File: config.mk
export PLATFORM = sky130hd
export DESIGN_NAME = decoder_scan
export DESIGN_NICKNAME = d
export VERILOG_FILES = /design/src/rtl/decoder_scan.sv
export SDC_FILE = /design/constraint.sdc
export NUM_CORES = 1
export LEC_CHECK = 0
export CAP_MARGIN = 10
export CELL_PAD_IN_SITES_DETAIL_PLACEMENT = 1
export CELL_PAD_IN_SITES_GLOBAL_PLACEMENT = 2
export CORE_ASPECT_RATIO = 1.25
export CORE_MARGIN = 3
export CORE_UTILIZATION = 24
export CTS_CLUSTER_SIZE = 10
export DETAILED_ROUTE_END_ITERATION = 10
export MAX_ROUTING_LAYER = met4
export PLACE_DENSITY_LB_ADDON = 0.1
export SYNTH_ARGS = -nofsm -noshare
export SYNTH_HDL_FRONTEND = slang
export SYNTH_SLANG_ARGS = --single-unit
File: constraint.sdc
create_clock -name clk -period 1.89 [get_ports clk]
set_clock_uncertainty 0.05 [all_clocks]
set_input_delay 0.189 -clock clk [delete_from_list [all_inputs] [get_ports clk]]
set_output_delay 0.189 -clock clk [all_outputs]
set_load 0.05 [all_outputs]
File: src/rtl/decoder_scan.sv
// -----------------------------------------------------------------------------
// decoder_scan
//
// Registered binary-to-one-hot (or one-cold) decoder with an optional
// auto-scan mode. In direct mode the index register is loaded from sel on a
// load strobe. In scan mode the index advances by one every DIV enabled clock
// cycles, and a one-cycle wrap pulse flags the step from the last index back
// to 0.
//
// Parameters
//   SEL_W   : select width (1..6); the output is 2**SEL_W bits wide
//   DIV     : clock cycles per scan step (>= 1)
//   ACT_LOW : 0 -> the active bit is 1, 1 -> the active bit is 0
//
// Ports
//   clk  in   single clock, rising edge
//   rst  in   synchronous active-high reset; has priority over every input
//   en   in   output enable; 0 forces y inactive and freezes idx/cnt
//   mode in   0 = direct decode, 1 = auto-scan
//   load in   strobe capturing sel into the index register (wins over step)
//   sel  in   index to decode, or the scan start point
//   y    out  registered decoded output
//   idx  out  current index register
//   wrap out  one-cycle pulse when the scan steps from 2**SEL_W-1 to 0
// -----------------------------------------------------------------------------
module decoder_scan #(
    parameter int SEL_W   = 2,
    parameter int DIV     = 4,
    parameter int ACT_LOW = 0
) (
    input  logic                  clk,
    input  logic                  rst,
    input  logic                  en,
    input  logic                  mode,
    input  logic                  load,
    input  logic [SEL_W-1:0]      sel,
    output logic [2**SEL_W-1:0]   y,
    output logic [SEL_W-1:0]      idx,
    output logic                  wrap
);

    localparam int N     = 2**SEL_W;
    localparam int CNT_W = (DIV > 1) ? $clog2(DIV) : 1;

    localparam logic [CNT_W-1:0] CNT_LAST = CNT_W'(DIV - 1);
    localparam logic [SEL_W-1:0] IDX_LAST = {SEL_W{1'b1}};
    localparam logic             ACT      = (ACT_LOW != 0);

    logic [SEL_W-1:0] idx_q, idx_d;
    logic [CNT_W-1:0] cnt_q, cnt_d;
    logic [N-1:0]     y_q, y_d;
    logic             wrap_q, wrap_d;
    logic             mode_q;         // mode seen on the previous edge
    logic [N-1:0]     dec_on;         // one-hot decode of the next index

    // Next-state for index, step counter and wrap pulse.
    // Priority inside the enabled case: load > mode change > direct > step.
    always_comb begin
        idx_d  = idx_q;
        cnt_d  = cnt_q;
        wrap_d = 1'b0;
        if (en) begin
            if (load) begin
                idx_d = sel;
                cnt_d = '0;
            end else if (mode != mode_q) begin
                // A mode switch restarts the step timing; idx is kept.
                cnt_d = '0;
            end else if (!mode) begin
                cnt_d = '0;
            end else if (cnt_q == CNT_LAST) begin
                cnt_d  = '0;
                idx_d  = idx_q + SEL_W'(1);
                wrap_d = (idx_q == IDX_LAST);
            end else begin
                cnt_d = cnt_q + CNT_W'(1);
            end
        end
    end

    // Decode the index that will be held after this edge so y and idx
    // change together (one-cycle registered latency from the inputs).
    generate
        for (genvar gi = 0; gi < N; gi++) begin : g_dec
            assign dec_on[gi] = (idx_d == SEL_W'(gi));
        end
    endgenerate

    always_comb begin
        y_d = en ? dec_on : '0;
        if (ACT) begin
            y_d = ~y_d;
        end
    end

    always_ff @(posedge clk) begin
        if (rst) begin
            idx_q  <= '0;
            cnt_q  <= '0;
            y_q    <= {N{ACT}};
            wrap_q <= 1'b0;
            mode_q <= 1'b0;
        end else begin
            idx_q  <= idx_d;
            cnt_q  <= cnt_d;
            y_q    <= y_d;
            wrap_q <= wrap_d;
            mode_q <= mode;
        end
    end

    assign y    = y_q;
    assign idx  = idx_q;
    assign wrap = wrap_q;

endmodule

### After elaboration in Yosys (flattened, before gate mapping)

Index checks and enable logic that the tools add are counted.

| storage, ports and cells | value |
|---|---|
| flip-flop bits (word level) | 10 |
| input bits | 7 |
| output and inout bits | 7 |
| word-level logic and storage cells | 28 |

| cells by class | value |
|---|---|
| add/sub/neg operators | 2 |
| equal/unequal tests | 6 |
| muxes and demuxes | 9 |
| bitwise logic cells | 3 |
| reductions and logical operators | 3 |

Operator list:

| kind | count |
|---|---|
| 2-bit 2-to-1 mux | 9 |
| 2-bit == test, second input constant | 4 |
| 6-bit OR reduction | 1 |
| 2-bit by 1-bit adder with 2-bit output, second input constant | 2 |
| 1-bit inverter | 3 |
| 2-bit by 1-bit == test with 1-bit output, second input constant | 1 |
| 2-bit logical NOT | 1 |
| 2-bit OR reduction | 1 |
| 1-bit inequality test | 1 |

### Longest topological paths before layout

| depth | value |
|---|---|
| depth in word-level cells | 7 |
| mapped depth | 5 |
| gate-level depth less buffers | 5 |

### Worst setup path after synthesis

No wires, ideal clock.

| path | value |
|---|---|
| kind | register -> register |
| start | register idx_q[0] (netlist: idx[0]) |
| end | register y_q[0] (netlist: y[0]) |
| library setup time | 0.065 ns |
| data arrival time | 1.454 ns |
| data required time | 1.775 ns |
| slack | 0.321 ns |
| stages on the path, launching flop included | 5 |
| buffers on the path | 0 |
| period minus slack after synthesis | 1.569 ns |
| cells stage by stage | dfxtp_1 ha_1 o22ai_1 o21ai_0 nor2_1 |

| between the ends | value |
|---|---|
| word-level cells in the longest chain between the ends | 7 |

Ends and longest elaborated chain:

| element | RTL line | source |
|---|---|---|
| start, declared | 49 | `logic [SEL_W-1:0] idx_q, idx_d;` |
| start signal, assigned | 104 | `idx_q <= idx_d;` |
| 2-bit by 1-bit adder with 2-bit output | 73 | `idx_d = idx_q + SEL_W'(1);` |
| 2-bit 2-to-1 mux | 71 | `end else if (cnt_q == CNT_LAST) begin` |
| 2-bit 2-to-1 mux | 69 | `end else if (!mode) begin` |
| 2-bit 2-to-1 mux | 66 | `end else if (mode != mode_q) begin` |
| 2-bit 2-to-1 mux | 63 | `if (load) begin` |
| 2-bit 2-to-1 mux * | 62 | `if (en) begin` |
| 2-bit logical NOT * | 85 | `assign dec_on[gi] = (idx_d == SEL_W'(gi));` |
| end signal, assigned | 100 | `y_q <= {N{ACT}};` |
| end signal, assigned | 106 | `y_q <= y_d;` |
| end, declared | 51 | `logic [N-1:0] y_q, y_d;` |

Mark *: on every way between the ends. The rest lies on a longest branch, timed or not.
A chain may end at the register's enable or synchronous reset.

### Final worst setup path

| path | value |
|---|---|
| start | register idx_q[0] (netlist: idx[0]) |
| end | output port idx[0] |

RTL lines:

| element | RTL line | source |
|---|---|---|
| end, declared | 38 | `output logic [SEL_W-1:0] idx,` |

No word-level cell between the ends.

==> PnR_summary.wiki <==
{| class="wikitable"
! Metric !! Value
|-
| Total via count in the routed design || 406
|-
| Classification of the worst setup path || register to primary output
|-
| Synth warn || 0
|-
| Synth cell types || 22
|-
| Largest cells by area after synthesis || sky130_fd_sc_hd__dfxtp_1, sky130_fd_sc_hd__ha_1, sky130_fd_sc_hd__a21oi_1
|-
| Final #Nets || 77
|-
| Antenna cells || 0
|-
| Avg Vias per Cell || 4.892
|-
| Cell class contributing the biggest share of worst-path delay || buffers and inverters
|-
| # port buffers || 13
|-
| Total detailed-routing wirelength || 1.059 mm
|-
| Number of design rule violations left after detail routing || 0
|-
| Endpoint kind of the worst setup timing path || primary output
|-
| Post-detailed-placement cell area || 614.3 µm²
|-
| Average instance area after synthesis || 9.547 µm²
|-
| Std-Cell Core Area || 1642 µm²
|-
| FF+latch count, synth || 10
|-
| Asr flop ratio synth || 0%
|-
| Reported max-cap violation count || 0
|-
| Clock root cell || sky130_fd_sc_hd__clkbuf_4
|-
| Remaining number of nets flagged by the antenna check after routing || 0
|-
| Maximum clock path buffer count || 2
|-
| Total setup buffers inserted after CTS || 0
|-
| Areal power density over the cells || 694.8 nW/µm²
|-
| Critical path buffers and inverters || 1
|-
| Number of violations reported at the end of detailed-routing iteration 0 || 3
|-
| Layout cell share with drive strength beyond 1 || 12.31%
|-
| TNS Setup || 0 ns
|-
| Number of enable flip-flop cells after synthesis || 0
|-
| Cell-by-cell listing of the critical path || clkdlybuf4s50_1
|-
| Final HPWL from detailed placement || 856.5 µm
|-
| Number of global-route vias before repair || 404
|-
| Commonest cells in the netlist || sky130_fd_sc_hd__dfxtp_1, sky130_fd_sc_hd__nor2_1
|-
| Area used by multi-input combinational logic || 235.2 µm²
|-
| Relative area change from synthesis to final layout || 45.01%
|-
| Number of failing hold endpoints at the final stage || 0
|-
| TritonCTS clock tree || done
|-
| Overall routing resource usage || 11.15%
|-
| Worst-case headroom to the max-slew limit || 67.13%
|-
| Startpoint type of the worst setup path || register
|-
| Cell row count || 16
|-
| Starting density of the core || 26.75%
|-
| Cell area after technology mapping || 439.2 µm²
|-
| Peak supply drop || 274.0 µV
|-
| Syn Inst Count || 46
|-
| Register Area || 200.2 µm²
|-
| Residual overflow from global routing || 0
|-
| Maximum level of the CTS H-tree || 1
|-
| Post-cts repair resize count || 0
|-
| Final setup violation count || 0
|-
| Maximum single-stage delay on the critical path || 0.84 ns
|-
| Ports placed on the boundary || 14
|-
| Net count of the mapped netlist || 56
|-
| Total clock buffers created by CTS || 3
|-
| Horizontal die dimension || 44.26 µm
|-
| CP Max Fanout || 5
|-
| Sequential area share after synthesis || 45.58%
|-
| Fmax || 569.6 MHz
|-
| Most instantiated flip-flop cell in the synthesis netlist || sky130_fd_sc_hd__dfxtp_1
|-
| Least-Margin Pin Slew || 0.4914 ns
|-
| First-pass DRT Iterations || 4
|-
| Leakage || 0.2473 nW
|-
| Final slew viol count || 0
|-
| RSZ-0062 raised after global routing || false
|-
| Insertion delay to the later sink of the worst-skew pair || 0.26 ns
|-
| Area leader, netlist || sky130_fd_sc_hd__dfxtp_1
|-
| Antenna violations before repair || 0
|-
| Crit path time final || 1.756 ns
|-
| Final weighted congestion of routability-driven global placement || 0.6494
|-
| Hold-fix buffers, CTS || 0
|-
| Status || finished, final reports clean
|-
| Wire length of the first global-routing pass || 1.780 mm
|-
| Critical-path cell with the highest stage delay || sky130_fd_sc_hd__clkdlybuf4s50_1
|-
| Fill cells || 203
|-
| Final period utilization || 92.89%
|-
| TritonCTS Sinks || 10
|-
| Leading cell type by number of instances after synthesis || sky130_fd_sc_hd__dfxtp_1
|-
| CTS clock-pin slew for the worst setup and hold paths || 0.06 ns
|-
| Endpoint arrival time on the critical path || 1.52 ns
|-
| Overall die area || 2382 µm²
|-
| Largest net degree at the start of global routing || 10
|-
| CP required || 1.65 ns
|-
| Wire per inst || 12.76 µm
|-
| Post-Layout Inst Area || 636.9 µm²
|-
| Area share of the largest cell type after synthesis || 45.58%
|-
| Die Ht || 53.83 µm
|-
| Class of the tightest hold or removal check || register to register
|}
## placed cells by master, fill, tap and decap left out, drive strengths merged, types with 2 or more instances in the layout
cell,synthesis,final
clkbuf,0,3
and3,2,2
nand3,2,2
dfxtp,10,10
nor2b,2,2
o21ai,3,3
nand2b,2,2
nand2,3,3
ha,3,3
nor2,4,4
buf,0,3
clkdlybuf4s50,0,13
nor4b,2,2
a21oi,3,3
## cell families after synthesis
kind of cell	count (synthesis)	synth area share, %
flops	10	45.58
xor+xnor	1	1.995
simple gates	19	25.92
buf+inv	1	0.8539
fa+ha+maj	3	8.548
compound gates	12	17.10
## layout make-up
cell class / instances / share of cell area, %
Timing Repair Buffer: 16 / 23.97
Clock buffer: 3 / 3.536
Inverter: 1 / 0.5894
Tap cell: 18 / 3.536
Sequential cell: 10 / 31.43
Multi-Input combinational cell: 35 / 36.94
## path summary, 6_finish.rpt
kind	startpoint	end	slack, ns	depth (start not counted)
worst max register to register	cnt_q[0]$_SDFFE_PP0P_	y[2]$_SDFF_PP0_	0.33	5
worst max-delay path	idx[0]$_SDFF_PP0_	idx[0]	0.13	1
worst min-delay path	cnt_q[1]$_SDFFE_PP0P_	cnt_q[1]$_SDFFE_PP0P_	0.45	2
worst min register to register	cnt_q[1]$_SDFFE_PP0P_	cnt_q[1]$_SDFFE_PP0P_	0.45	2
## per-layer routing
| layer | routed length, µm | share of wire (%) | up-vias | GRT usage [%] |
|---|---|---|---|---|
| li1 | - | - | 206 | - |
| met1 | 442 | 42 | 181 | 12.65 |
| met2 | 533 | 50 | 15 | 16.26 |
| met3 | 51 | 4.8 | 4 | 3.010 |
| met4 | 32 | 3.0 | 0 | 9.045 |
| met5 | 0 | 0 | - | - |
## worst register-to-register path, stage by stage, from the launching register on
cell	delay (ns)
sky130_fd_sc_hd__dfxtp_1	0.34
sky130_fd_sc_hd__ha_1	0.23
sky130_fd_sc_hd__and3_1	0.19
sky130_fd_sc_hd__xnor2_1	0.18
sky130_fd_sc_hd__o21ai_0	0.15
sky130_fd_sc_hd__nor4b_1	0.32
## sequential cells by signal, summed over array words and instances (netlist names)
| register | flops |
|---|---|
| y | 4 |
| cnt_q | 2 |
| idx | 2 |
| mode_q | 1 |
| wrap | 1 |
## stage by stage
| step | total power [W] | instances | worst slack (ns) | utilization [%] | hold slack [ns] |
|---|---|---|---|---|---|
| after floorplan | 0.0002660 | 46 | 0.3205 | - | 0.2081 |
| after global placement | 0.0003065 | 80 | 0.1203 | 37.42 | 0.4349 |
| after detailed placement | 0.0003069 | 80 | 0.1615 | 37.42 | 0.4389 |
| after CTS | 0.0004535 | 83 | 0.1009 | 38.80 | 0.4499 |
| after global routing | 0.0004669 | 83 | 0.04967 | 38.80 | 0.4720 |
| final | 0.0004425 | 83 | 0.1344 | 38.80 | 0.4487 |
## power by group
part           internal [W]  switching [W]
Sequential         0.000217     0.00000490
Clock             0.0000734      0.0000678
Combinational     0.0000360      0.0000430
Total              0.000327       0.000116
Note: power is estimated with default switching activity, not from simulation.
